**src/rtl/shared_arb_pkg.sv**
```systemverilog
// shared_arb_pkg: state encoding, default parameters and helpers shared by
// round_robin_target_arbiter and its priority picker.
package shared_arb_pkg;

   localparam int DEF_NREQ           = 4;
   localparam int DEF_N              = 32;
   localparam int DEF_M              = 8;
   localparam int DEF_TIMEOUT_CYCLES = 1023;

   typedef enum logic [2:0] {
      IDLE,
      START,
      WAIT,
      CAPTURE,
      FINISH
   } arb_state_t;

   // Index width for a requester count; never narrower than one bit.
   function automatic int idx_width(input int n);
      return (n > 1) ? $clog2(n) : 1;
   endfunction

endpackage

```
**src/rtl/rr_priority_picker.sv**
```systemverilog
// rr_priority_picker: combinational round-robin search starting one past
// last_grant and wrapping, returning the first pending requester.
module rr_priority_picker
   import shared_arb_pkg::*;
#(
   parameter int NREQ = DEF_NREQ,
   parameter int GW   = idx_width(NREQ)
) (
   input  logic [NREQ-1:0] request,
   input  logic [GW-1:0]   last_grant,
   output logic            found,
   output logic [GW-1:0]   winner
);

   int idx;

   // Walk offsets from farthest to nearest so the nearest pending one wins.
   always_comb begin
      found  = 1'b0;
      winner = '0;
      idx    = 0;
      for (int k = NREQ; k >= 1; k--) begin
         idx = (int'(last_grant) + k) % NREQ;
         if (request[idx[GW-1:0]]) begin
            found  = 1'b1;
            winner = GW'(idx);
         end
      end
   end

endmodule

```
**src/rtl/round_robin_target_arbiter.sv**
```systemverilog
// round_robin_target_arbiter: shares one start/finished target among NREQ
// requesters in round-robin order. Optional WAIT timeout: SHARED_ARB_TIMEOUT_EN.
module round_robin_target_arbiter
   import shared_arb_pkg::*;
#(
   parameter int NREQ           = DEF_NREQ,
   parameter int N              = DEF_N,
   parameter int M              = DEF_M,
   parameter int TIMEOUT_CYCLES = DEF_TIMEOUT_CYCLES,
   localparam int GW            = idx_width(NREQ)
) (
   input  logic              sm_clk,
   input  logic              reset,
   input  logic [NREQ-1:0]   start_request,
   output logic [NREQ-1:0]   reset_start_request,
   output logic [NREQ-1:0]   finish,
   input  logic [NREQ*N-1:0] input_arguments,
   output logic [NREQ*M-1:0] received_data,
   output logic [N-1:0]      target_arguments,
   output logic              start_target,
   input  logic              target_finished,
   input  logic [M-1:0]      target_data,
   output logic [GW-1:0]     grant_id,
   output logic              busy,
   output logic              timeout_err
);

   if (NREQ < 2 || NREQ > 8 || TIMEOUT_CYCLES < 1) begin : g_bad_cfg
      $error("round_robin_target_arbiter: unsupported parameter value");
   end

   arb_state_t    state;
   arb_state_t    state_nx;
   logic [GW-1:0] last_grant;
   logic [GW-1:0] winner;
   logic          found;
   logic          wait_expired;
   logic [M-1:0]  slot [NREQ];
   logic [N-1:0]  args [NREQ];

   rr_priority_picker #(
      .NREQ (NREQ),
      .GW   (GW)
   ) u_picker (
      .request    (start_request),
      .last_grant (last_grant),
      .found      (found),
      .winner     (winner)
   );

   for (genvar i = 0; i < NREQ; i++) begin : g_slot
      assign args[i]                 = input_arguments[i*N +: N];
      assign received_data[i*M +: M] = slot[i];
   end

   assign target_arguments = args[grant_id];

   always_ff @(posedge sm_clk or negedge reset) begin
      if (!reset) begin
         state <= IDLE;
      end else begin
         state <= state_nx;
      end
   end

   // last_grant starts at NREQ-1 so requester 0 is first after reset.
   always_ff @(posedge sm_clk or negedge reset) begin
      if (!reset) begin
         grant_id   <= '0;
         last_grant <= GW'(NREQ - 1);
      end else begin
         if (state == IDLE && found) begin
            grant_id <= winner;
         end
         if (state == FINISH) begin
            last_grant <= grant_id;
         end
      end
   end

   always_ff @(posedge sm_clk or negedge reset) begin
      if (!reset) begin
         for (int i = 0; i < NREQ; i++) begin
            slot[i] <= '0;
         end
      end else if (state == CAPTURE) begin
         slot[grant_id] <= target_data;
      end
   end

   always_comb begin
      state_nx            = state;
      start_target        = 1'b0;
      reset_start_request = '0;
      finish              = '0;
      busy                = 1'b1;
      unique case (state)
         IDLE: begin
            busy = 1'b0;
            if (found) begin
               state_nx = START;
            end
         end
         START: begin
            start_target                  = 1'b1;
            reset_start_request[grant_id] = 1'b1;
            state_nx                      = WAIT;
         end
         WAIT: begin
            if (target_finished) begin
               state_nx = CAPTURE;
            end else if (wait_expired) begin
               state_nx = FINISH;
            end
         end
         CAPTURE: begin
            state_nx = FINISH;
         end
         FINISH: begin
            finish[grant_id] = 1'b1;
            state_nx         = IDLE;
         end
         default: begin
            state_nx = IDLE;
         end
      endcase
   end

`ifdef SHARED_ARB_TIMEOUT_EN
   localparam int TW = $clog2(TIMEOUT_CYCLES + 1);

   logic [TW-1:0] wait_cnt;
   logic          timed_out;

   // Counter holds the number of WAIT cycles already spent.
   always_ff @(posedge sm_clk or negedge reset) begin
      if (!reset) begin
         wait_cnt  <= '0;
         timed_out <= 1'b0;
      end else begin
         if (state == START) begin
            wait_cnt <= '0;
         end else if (state == WAIT) begin
            wait_cnt <= wait_cnt + 1'b1;
         end
         if (state == IDLE) begin
            timed_out <= 1'b0;
         end else if (state == WAIT && !target_finished && wait_expired) begin
            timed_out <= 1'b1;
         end
      end
   end

   assign wait_expired = (state == WAIT) &&
                         (wait_cnt == TW'(TIMEOUT_CYCLES - 1));
   assign timeout_err  = (state == FINISH) && timed_out;
`else
   assign wait_expired = 1'b0;
   assign timeout_err  = 1'b0;
`endif

endmodule

```
**config.mk**
```make
export PLATFORM = sky130hd
export DESIGN_NAME = round_robin_target_arbiter
export DESIGN_NICKNAME = d
export VERILOG_FILES = /design/src/rtl/shared_arb_pkg.sv /design/src/rtl/rr_priority_picker.sv /design/src/rtl/round_robin_target_arbiter.sv
export SDC_FILE = /design/constraint.sdc
export NUM_CORES = 1
export LEC_CHECK = 0
export BUFFER_PORTS_ARGS = -buffer_cell sky130_fd_sc_hd__buf_2
export CORE_MARGIN = 2
export CORE_UTILIZATION = 25
export DETAILED_ROUTE_END_ITERATION = 12
export PLACE_DENSITY_LB_ADDON = 0.12
export SLEW_MARGIN = 30
export SYNTH_ARGS = -nofsm -noshare
export SYNTH_HDL_FRONTEND = slang
export SYNTH_HIERARCHICAL = 1
export SYNTH_SLANG_ARGS = --single-unit
```
**constraint.sdc**
```tcl
create_clock -name sm_clk -period 1.8 [get_ports sm_clk]
set_input_delay 0.36 -clock sm_clk [delete_from_list [all_inputs] [get_ports sm_clk]]
set_output_delay 0.36 -clock sm_clk [all_outputs]
set_load 0.02 [all_outputs]
```
==> results.sh, run 1 <==
export IMPL_hold_path_class="in2async"
export IMPL_drt_wl_total_um=9980
export IMPL_die_x_um=103
export IMPL_dp_cells=512
export IMPL_die_area_um2=10700
export IMPL_failed_checks="hold timing, setup timing"
export IMPL_finalCritPeriodShare_pct=111
export IMPL_cts_tree="built"
export IMPL_yosys_warnings=6
export IMPL_grt_start_max_net_pins=38
export IMPL_final_cell_area_um2=3950
export IMPL_dpl_cell_area_um2=3780
export IMPL_synth_area_leader_cell="dfrtp_1"
export IMPL_ios=220
export IMPL_antenna_found_initial=1
export IMPL_dp_hpwl_um=8410
export IMPL_seqPwrFrac_pct=24.6
export IMPL_status="finished with violations"
export IMPL_power_mw=6.74
export IMPL_synthesis_area_um2=2470
export IMPL_rows=36
export IMPL_peakVddDrop_v=0.000868
export IMPL_grt_usage_pct=17.6
export IMPL_avgRoutedWirePerCell_um=19.1
export IMPL_drv_slew=0
export IMPL_crit_required_ns=1.44
export IMPL_instances_no_fill=522
export IMPL_clockRootBuffer="clkbuf_8"
export IMPL_postRouteAntennaNets=0
export IMPL_p_sw_mw=2.98
export IMPL_post_route_drc_count=0
export IMPL_p_clk_share_pct=8.7
export IMPL_leakagePower_nw=2.00
export IMPL_final_util_pct=40.7
export IMPL_combPwrFrac_pct=66.8
export IMPL_post_place_ws_ns=0.110
export IMPL_ys_ff_latch=39
export IMPL_ys_seq_area_share_pct=39.6
export IMPL_nNetsFinal=530
export IMPL_drt_first_pass_iters=4
export IMPL_ys_types=26
export IMPL_swShare_pct=44.2
export IMPL_vias=2413
export IMPL_clk_latency_ns=0.28
export IMPL_hold_ws_ns=-0.000105
export IMPL_drive_above_1_share_pct=83.5
export IMPL_start_util_pct=25.5
export IMPL_core_area_um2=9680
export IMPL_cp_start_kind="register"
export IMPL_area_growth_pct=59.7
export IMPL_htreeDepth=2
export IMPL_synthTopCellsByArea="dfrtp_1 37%, mux4_2 29%, mux2_2 13%"
export IMPL_final_hold_violation_count=1
export IMPL_end_kind="output pin"
export IMPL_syn_avg_cell_area_um2=15.2
export IMPL_maxCapViolCount=0
export IMPL_cts_max_path_buffers=2
export IMPL_cts_hold_buf=0
export IMPL_period_minus_slack_ns=2.00
export IMPL_setup_ws_ns=-0.202
export IMPL_synthCells=163
export IMPL_fmax_mhz=499
export IMPL_die_h_um=103
export IMPL_drt_iter0_drc=108
export IMPL_synth_top_area_share_pct=37.5
export IMPL_grt_pass1_wl_um=13700
export IMPL_cts_buffers=5
export IMPL_worstPathMaxFanout=16
export IMPL_syn_nets=306
export IMPL_p_int_mw=3.76
export IMPL_grt_pass1_vias=2438
export IMPL_grt_setup_unrepaired="yes"
export IMPL_setup_viol=32
export IMPL_crit_type="reg2out"
export IMPL_arrival_ns=1.64
export IMPL_skew_ns=0.00462
export IMPL_nFillCells=1015
export IMPL_p_per_area_nw_per_um2=1710
export IMPL_gp_congestion=0.940
export IMPL_overflow=0
export IMPL_io_buffers=218
export IMPL_clkTransAtPathRegs_ns=0.07
export IMPL_cts_num_sinks=39
export IMPL_routed_via_density=4.62
through the flow:
stage / TNS (ns) / hold slack [ns]
after global routing: -6.58 / 0.0151
final: -4.73 / -0.000105
after detailed placement: 0 / 0.313
after floorplan: -0.211 / 0.0644
after global placement: 0 / 0.318
after CTS: -5.36 / 0.00566
registers in the layout (all words and copies together) (netlist names):
register	cells
received_data	32
state	3
grant_id	2
last_grant	2
cells in the mapped netlist, drive strengths merged:
cell,number
a21oi,3
a31oi,1
and2b,1
buf,11
clkbuf,1
conb,1
dfrtp,37
dfstp,2
inv,4
mux2,36
mux2i,2
mux4,32
nand2,4
nand2b,5
nand3b,1
nor2,15
nor3,3
o221ai,1
or3,2
xnor2,1
worst paths after layout:
path	from	end	slack, ns	cells after the start
max	grant_id[0]$_DFFE_PN0P_	target_arguments[12]	-0.20	3
min	reset	received_data[14]$_DFFE_PN0P_	-0.0001	1
max reg2reg	state[2]$_DFFE_PN0P_	received_data[5]$_DFFE_PN0P_	0.21	4
min reg2reg	received_data[10]$_DFFE_PN0P_	received_data[10]$_DFFE_PN0P_	0.50	1
max in group asynchronous	reset	received_data[24]$_DFFE_PN0P_	1.29	2
min in group sm_clk	target_data[4]	received_data[4]$_DFFE_PN0P_	0.35	2
placed cells by master, fill, tap and decap left out, types with 2 or more instances in the layout:
master	count
buf_2	210
nor2_2	7
mux2_4	8
buf_6	3
clkbuf_8	6
dfrtp_1	34
mux2_2	28
nor3_1	2
nand2_1	2
buf_4	11
nand2_2	2
mux4_2	32
diode_2	2
buf_12	5
dfstp_2	2
dfrtp_2	3
or3_1	2
nor2_1	8
mux2i_1	2
a21oi_1	2
nand2b_1	4
inv_1	4
kinds of logic after synthesis:
| group | Yosys count | share of synthesized area, % |
|---|---|---|
| mux | 70 | 47.6 |
| simple gates | 31 | 6.69 |
| xor+xnor | 1 | 0.355 |
| buf+inv | 16 | 3.95 |
| other cells | 1 | 0.152 |
| compound gates | 5 | 1.62 |
| flops | 39 | 39.6 |
worst max-delay path: stages (launching register included):
cell,delay (ns)
dfrtp_2,0.42
buf_12,0.19
mux4_2,0.58
buf_6,0.16
power by group through the flow:
stage / Sequential (mW) / Combinational, mW / Clock, mW
after floorplan: 2.06 / 2.59 / 0
after global placement: 1.64 / 4.41 / 0
after detailed placement: 1.65 / 4.42 / 0
after CTS: 1.65 / 4.46 / 0.613
after global routing: 1.73 / 4.79 / 0.652
final: 1.66 / 4.50 / 0.584
final cells by class:
type	count	area (um2)	share of cell area, %
multi-input cells	108	1420	36.0
diodes	2	5.00	0.127
inverters	4	15.0	0.381
repair buffers	229	1270	32.1
clock inverters	1	5.00	0.127
flip-flops and latches	39	982	24.9
well taps	133	166	4.22
clock buffers	6	82.6	2.09
what timing repair did:
item,in CTS,in global routing
buffers inserted,0,1
gates resized for setup,8,13
endpoints found under the setup margin,36,39
metal layers:
metal | vias up | global-route usage, % | wire length [um]
met3 | 16 | 5.04 | 1130
li1 | 1076 | - | -
met4 | 0 | 5.57 | 216
met5 | - | 0 | 0
met1 | 1186 | 22.7 | 3990
met2 | 135 | 28.5 | 4650
(Power assumes the default switching activity.)
==> run 2: changes to the inputs <==
--- a/config.mk
+++ b/config.mk
@@ -9,6 +9,7 @@
 export CORE_MARGIN = 2
 export CORE_UTILIZATION = 25
 export DETAILED_ROUTE_END_ITERATION = 12
+export HOLD_SLACK_MARGIN = 0.03
 export PLACE_DENSITY_LB_ADDON = 0.12
 export SLEW_MARGIN = 30
 export SYNTH_ARGS = -nofsm -noshare
==> constraint.sdc (replaced) <==
create_clock -name sm_clk -period 1.8 [get_ports sm_clk]
set_input_delay 0.36 -clock sm_clk [delete_from_list [all_inputs] [get_ports sm_clk]]
set_output_delay 0.36 -clock sm_clk [all_outputs]
set_load 0.1 [all_outputs]
==> run 2 against run 1 <==
Effect of this change: the run ends with setup timing left; count of clock-buffer cells in the layout unchanged; non-clock buffer count rose by 16; critical path type unchanged; critical endpoint is now target_arguments[4]; global-route usage shrank 1.2 points; highest routed layer unchanged; design area rose by 15%; critical path depth did not move; worst hold slack better by 0.12 ns; fmax shrank 1.6%; clock skew is 0.00075 ns higher.
==> results.sh, run 2 (synthesis results as in run 1) <==
export IMPL_die_area_um2=10700
export IMPL_failed_checks="setup timing"
export IMPL_finalCritPeriodShare_pct=113
export IMPL_largest_register_ffs=32
export IMPL_setup_viol=39
export IMPL_die_x_um=103
export IMPL_ios=220
export IMPL_setup_ws_ns=-0.234
export IMPL_final_cell_area_um2=4530
export IMPL_overflow=0
export IMPL_grt_setup_unrepaired="yes"
export IMPL_period_minus_slack_ns=2.03
export IMPL_htreeDepth=2
export IMPL_rows=36
export IMPL_status="finished with violations"
export IMPL_cts_max_path_buffers=2
export IMPL_clk_latency_ns=0.29
export IMPL_maxCapViolCount=0
export IMPL_end_kind="output pin"
export IMPL_io_buffers=218
export IMPL_final_cell_mix="174 x buf_2, 38 x buf_6, 33 x dfrtp_1"
export IMPL_drv_slew=0
export IMPL_reg2reg_to="received_data[6]$_DFFE_PN0P_"
export IMPL_path_cells="buf_12 > mux4_2 > buf_6"
export IMPL_skew_ns=0.00538
export IMPL_hold_path_class="in2async"
export IMPL_post_route_drc_count=0
export IMPL_drt_wl_total_um=9230
export IMPL_final_common_cell="buf_2"
export IMPL_antenna_found_initial=2
export IMPL_start_util_pct=25.5
export IMPL_vias=2427
export IMPL_final_util_pct=46.8
export IMPL_crit_type="reg2out"
export IMPL_fmax_mhz=492
export IMPL_avgRoutedWirePerCell_um=17.1
export IMPL_dp_hpwl_um=7520
export IMPL_area_growth_pct=83.3
export IMPL_postRouteAntennaNets=0
export IMPL_cts_num_sinks=39
export IMPL_nFillCells=910
export IMPL_die_h_um=103
export IMPL_arrival_ns=1.67
export IMPL_grt_usage_pct=16.3
export IMPL_worstPathMaxFanout=13
export IMPL_cts_hold_buf=0
export IMPL_dpl_cell_area_um2=4080
export IMPL_crit_required_ns=1.44
export IMPL_core_area_um2=9680
export IMPL_routed_via_density=4.50
export IMPL_r2r_start="grant_id[0]$_DFFE_PN0P_"
export IMPL_clockRootBuffer="clkbuf_8"
export IMPL_reg2reg_slack_ns=0.04
export IMPL_r2r_cells=5
export IMPL_clkTransAtPathRegs_ns=0.08
export IMPL_drt_iter0_drc=60
export IMPL_finalSetupTns_ns=-7.66
export IMPL_grt_pass1_wl_um=13300
export IMPL_drive_above_1_share_pct=85.9
export IMPL_slowest_stage="mux4_2"
export IMPL_critPathMaxStageDelay_ns=0.52
export IMPL_cts_tree="built"
export IMPL_grt_start_max_net_pins=40
export IMPL_cts_buffers=5
export IMPL_grt_pass1_vias=2547
export IMPL_drt_first_pass_iters=4
export IMPL_cp_start_kind="register"
export IMPL_final_hold_violation_count=0
export IMPL_gp_congestion=0.886
export IMPL_nNetsFinal=546
-- run 2: per-layer routing --
metal / wire length [um] / GRT usage (%)
met5: 0 / 0
met2: 4590 / 28.3
met4: 265 / 5.67
met1: 3630 / 19.6
met3: 744 / 4.17
-- run 2: how the worst max path moves through the flow --
stage / startpoint / end / slack [ns]
6_report: grant_id[0]$_DFFE_PN0P_ / target_arguments[4] / -0.23
5_1_grt: grant_id[0]$_DFFE_PN0P_ / target_arguments[4] / -0.30
4_1_cts: grant_id[0]$_DFFE_PN0P_ / target_arguments[4] / -0.26
3_5_place_dp: grant_id[0]$_DFFE_PN0P_ / target_arguments[4] / -0.02
3_3_place_gp: grant_id[0]$_DFFE_PN0P_ / target_arguments[31] / -0.003
2_1_floorplan: grant_id[0]$_DFFE_PN0P_ / finish[0] / -0.33
-- run 2: final cells by class --
class | count | area, um2 | share of cell area, %
antenna | 2 | 5.00 | 0.111
tap | 133 | 166 | 3.68
sequential | 39 | 988 | 21.8
multi-input combinational | 108 | 1500 | 33.2
clock buffer | 6 | 72.6 | 1.60
inverter | 4 | 15.0 | 0.332
clock inverter | 2 | 12.5 | 0.276
timing repair buffer | 245 | 1770 | 39.0
-- run 2: through the flow --
stage / hold WS (ns) / std cells / worst slack [ns]
final: 0.120 / 539 / -0.234
after global routing: 0.147 / 539 / -0.296
after CTS: 0.136 / 535 / -0.258
after detailed placement: 0.457 / 519 / -0.0237
after global placement: 0.459 / 519 / -0.00349
after floorplan: 0.0644 / 163 / -0.332
-- run 2: what timing repair did --
item,CTS,global route
cloned,0,0
pin swaps,2,1
setup buffers,8,2
endpoints found under the setup margin,50,54
gates resized for setup,79,9
-- run 2: worst max-delay path, delay by kind of cell (launching register included) --
kind / cells / cell delay (ns)
multiplexers: 1 / 0.52
flip-flops: 1 / 0.48
buffers and inverters: 2 / 0.38
Power of run 2 is not shown: default switching activity piles up to over one toggle a cycle in this logic, so the estimate is an artifact.
==> run 3: changes to the inputs <==
--- a/config.mk
+++ b/config.mk
@@ -11,6 +11,7 @@
 export DETAILED_ROUTE_END_ITERATION = 12
 export HOLD_SLACK_MARGIN = 0.03
 export PLACE_DENSITY_LB_ADDON = 0.12
+export RECOVER_POWER = 50
 export SLEW_MARGIN = 30
 export SYNTH_ARGS = -nofsm -noshare
 export SYNTH_HDL_FRONTEND = slang
==> run 3 against run 2 <==
Effect of this change: the flow still finishes with violations (setup timing); via count up 0.29%; register-to-register slack worse by 0.14 ns; first-iteration DRC count down 12%; design area down 0.50%; critical path depth unchanged; utilization down 0.23 points; sequential cell count unchanged; cell count unchanged; worst setup slack about the same; critical path type unchanged.
==> results.sh, run 3 (synthesis results as in run 1) <==
export IMPL_status="finished with violations"
export IMPL_failed_checks="setup timing"
export IMPL_io_buffers=218
export IMPL_final_hold_violation_count=0
export IMPL_slowest_stage="mux4_2"
export IMPL_reg2reg_to="received_data[6]$_DFFE_PN0P_"
export IMPL_grt_start_max_net_pins=40
export IMPL_clkTransAtPathRegs_ns=0.08
export IMPL_clockRootBuffer="clkbuf_8"
export IMPL_core_area_um2=9680
export IMPL_drive_above_1_share_pct=85.1
export IMPL_cts_buffers=5
export IMPL_crit_family="multiplexers"
export IMPL_reg2reg_slack_ns=-0.10
export IMPL_worstPathMaxFanout=13
export IMPL_worst_pin_slew_ns=0.973
export IMPL_gp_congestion=0.886
export IMPL_setup_ws_ns=-0.234
export IMPL_final_common_cell="buf_2"
export IMPL_nNetsFinal=546
export IMPL_drt_first_pass_iters=4
export IMPL_antenna_found_initial=2
export IMPL_routed_via_density=4.52
export IMPL_clk_latency_ns=0.29
export IMPL_cts_tree="built"
export IMPL_grt_pass1_wl_um=13300
export IMPL_grt_usage_pct=16.3
export IMPL_ios=220
export IMPL_final_cell_mix="164 x buf_2, 38 x buf_6, 33 x dfrtp_1"
export IMPL_grt_setup_unrepaired="yes"
export IMPL_grt_pass1_vias=2547
export IMPL_post_route_drc_count=0
export IMPL_post_place_ws_ns=-0.0237
export IMPL_rows=36
export IMPL_die_x_um=103
export IMPL_nFillCells=915
export IMPL_maxCapViolCount=0
export IMPL_skew_ns=0.00516
export IMPL_critPathMaxStageDelay_ns=0.52
export IMPL_drt_iter0_drc=53
export IMPL_crit_type="reg2out"
export IMPL_crit_required_ns=1.44
export IMPL_cts_num_sinks=39
export IMPL_r2r_start="state[2]$_DFFE_PN0P_"
export IMPL_die_area_um2=10700
export IMPL_die_h_um=103
export IMPL_start_util_pct=25.5
export IMPL_cts_max_path_buffers=2
export IMPL_htreeDepth=2
export IMPL_area_growth_pct=82.4
export IMPL_avgRoutedWirePerCell_um=17.1
export IMPL_cts_hold_buf=0
export IMPL_r2r_cells=5
export IMPL_drt_wl_total_um=9240
export IMPL_cp_start_kind="register"
export IMPL_hold_path_class="in2async"
export IMPL_overflow=0
export IMPL_arrival_ns=1.67
export IMPL_multi_input_area_um2=1490
export IMPL_fmax_mhz=492
export IMPL_slew_headroom_pct=35.2
export IMPL_seqCellArea_um2=988
export IMPL_setup_viol=47
export IMPL_largest_register_ffs=32
export IMPL_end_kind="output pin"
export IMPL_period_minus_slack_ns=2.03
export IMPL_vias=2434
export IMPL_postRouteAntennaNets=0
export IMPL_drv_slew=0
export IMPL_dp_hpwl_um=7520
export IMPL_critPathBufInv=2
export IMPL_finalCritPeriodShare_pct=113
export IMPL_path_cells="buf_12 > mux4_2 > buf_6"
==> run 3: layout make-up <==
class | count | area share (%)
Tap cell | 133 | 3.69
Multi-Input combinational cell | 108 | 33.0
Inverter | 4 | 0.333
Clock buffer | 6 | 1.61
Timing Repair Buffer | 245 | 39.0
Clock inverter | 2 | 0.278
Antenna cell | 2 | 0.111
Sequential cell | 39 | 21.9
==> run 3: per-layer routing <==
layer	part of all wire [%]	up-vias	track usage (%)
li1	-	1110	-
met1	39	1178	19.6
met2	50	122	28.3
met3	8.1	24	4.17
met4	2.9	0	5.67
met5	0	-	0
==> run 3: how the worst max path moves through the flow <==
stage,slack [ns],cells after the start,end,from
after floorplan,-0.33,3,finish[0],grant_id[0]$_DFFE_PN0P_
after global placement,-0.003,3,target_arguments[31],grant_id[0]$_DFFE_PN0P_
after detailed placement,-0.02,3,target_arguments[4],grant_id[0]$_DFFE_PN0P_
after CTS,-0.26,3,target_arguments[4],grant_id[0]$_DFFE_PN0P_
after global routing,-0.30,3,target_arguments[4],grant_id[0]$_DFFE_PN0P_
final,-0.23,3,target_arguments[4],grant_id[0]$_DFFE_PN0P_
==> run 3: worst register-to-register path, cell delays in order, from the launching register on <==
cell and delay, ns:
dfrtp_1 0.42, buf_4 0.16, nand3b_1 0.32, or3_4 0.44, buf_6 0.15, mux2_4 0.29
==> run 3: what timing repair did <==
item                       4_1_cts  5_1_grt
setup endpoints to repair       50       54
gates cloned                     0        0
hold endpoints to repair         0        0
setup buffers                    8        2
resized for setup               79        9
pin swaps                        2        1
==> run 3: stage by stage <==
step / std cells / TNS (ns) / hold slack (ns) / area (um2) / util [%]
finish: 539 / -8.34 / 0.300 / 4510 / 46.5
global route: 539 / -11.15 / 0.332 / 4510 / 46.5
CTS: 535 / -8.35 / 0.136 / 4480 / 46.2
detailed placement: 519 / -0.0893 / 0.457 / 4080 / 42.1
global placement: 519 / -0.0115 / 0.459 / 4080 / 42.1
floorplan: 163 / -9.44 / 0.0644 / 2600 / -
Power of run 3 is left out for the same reason.
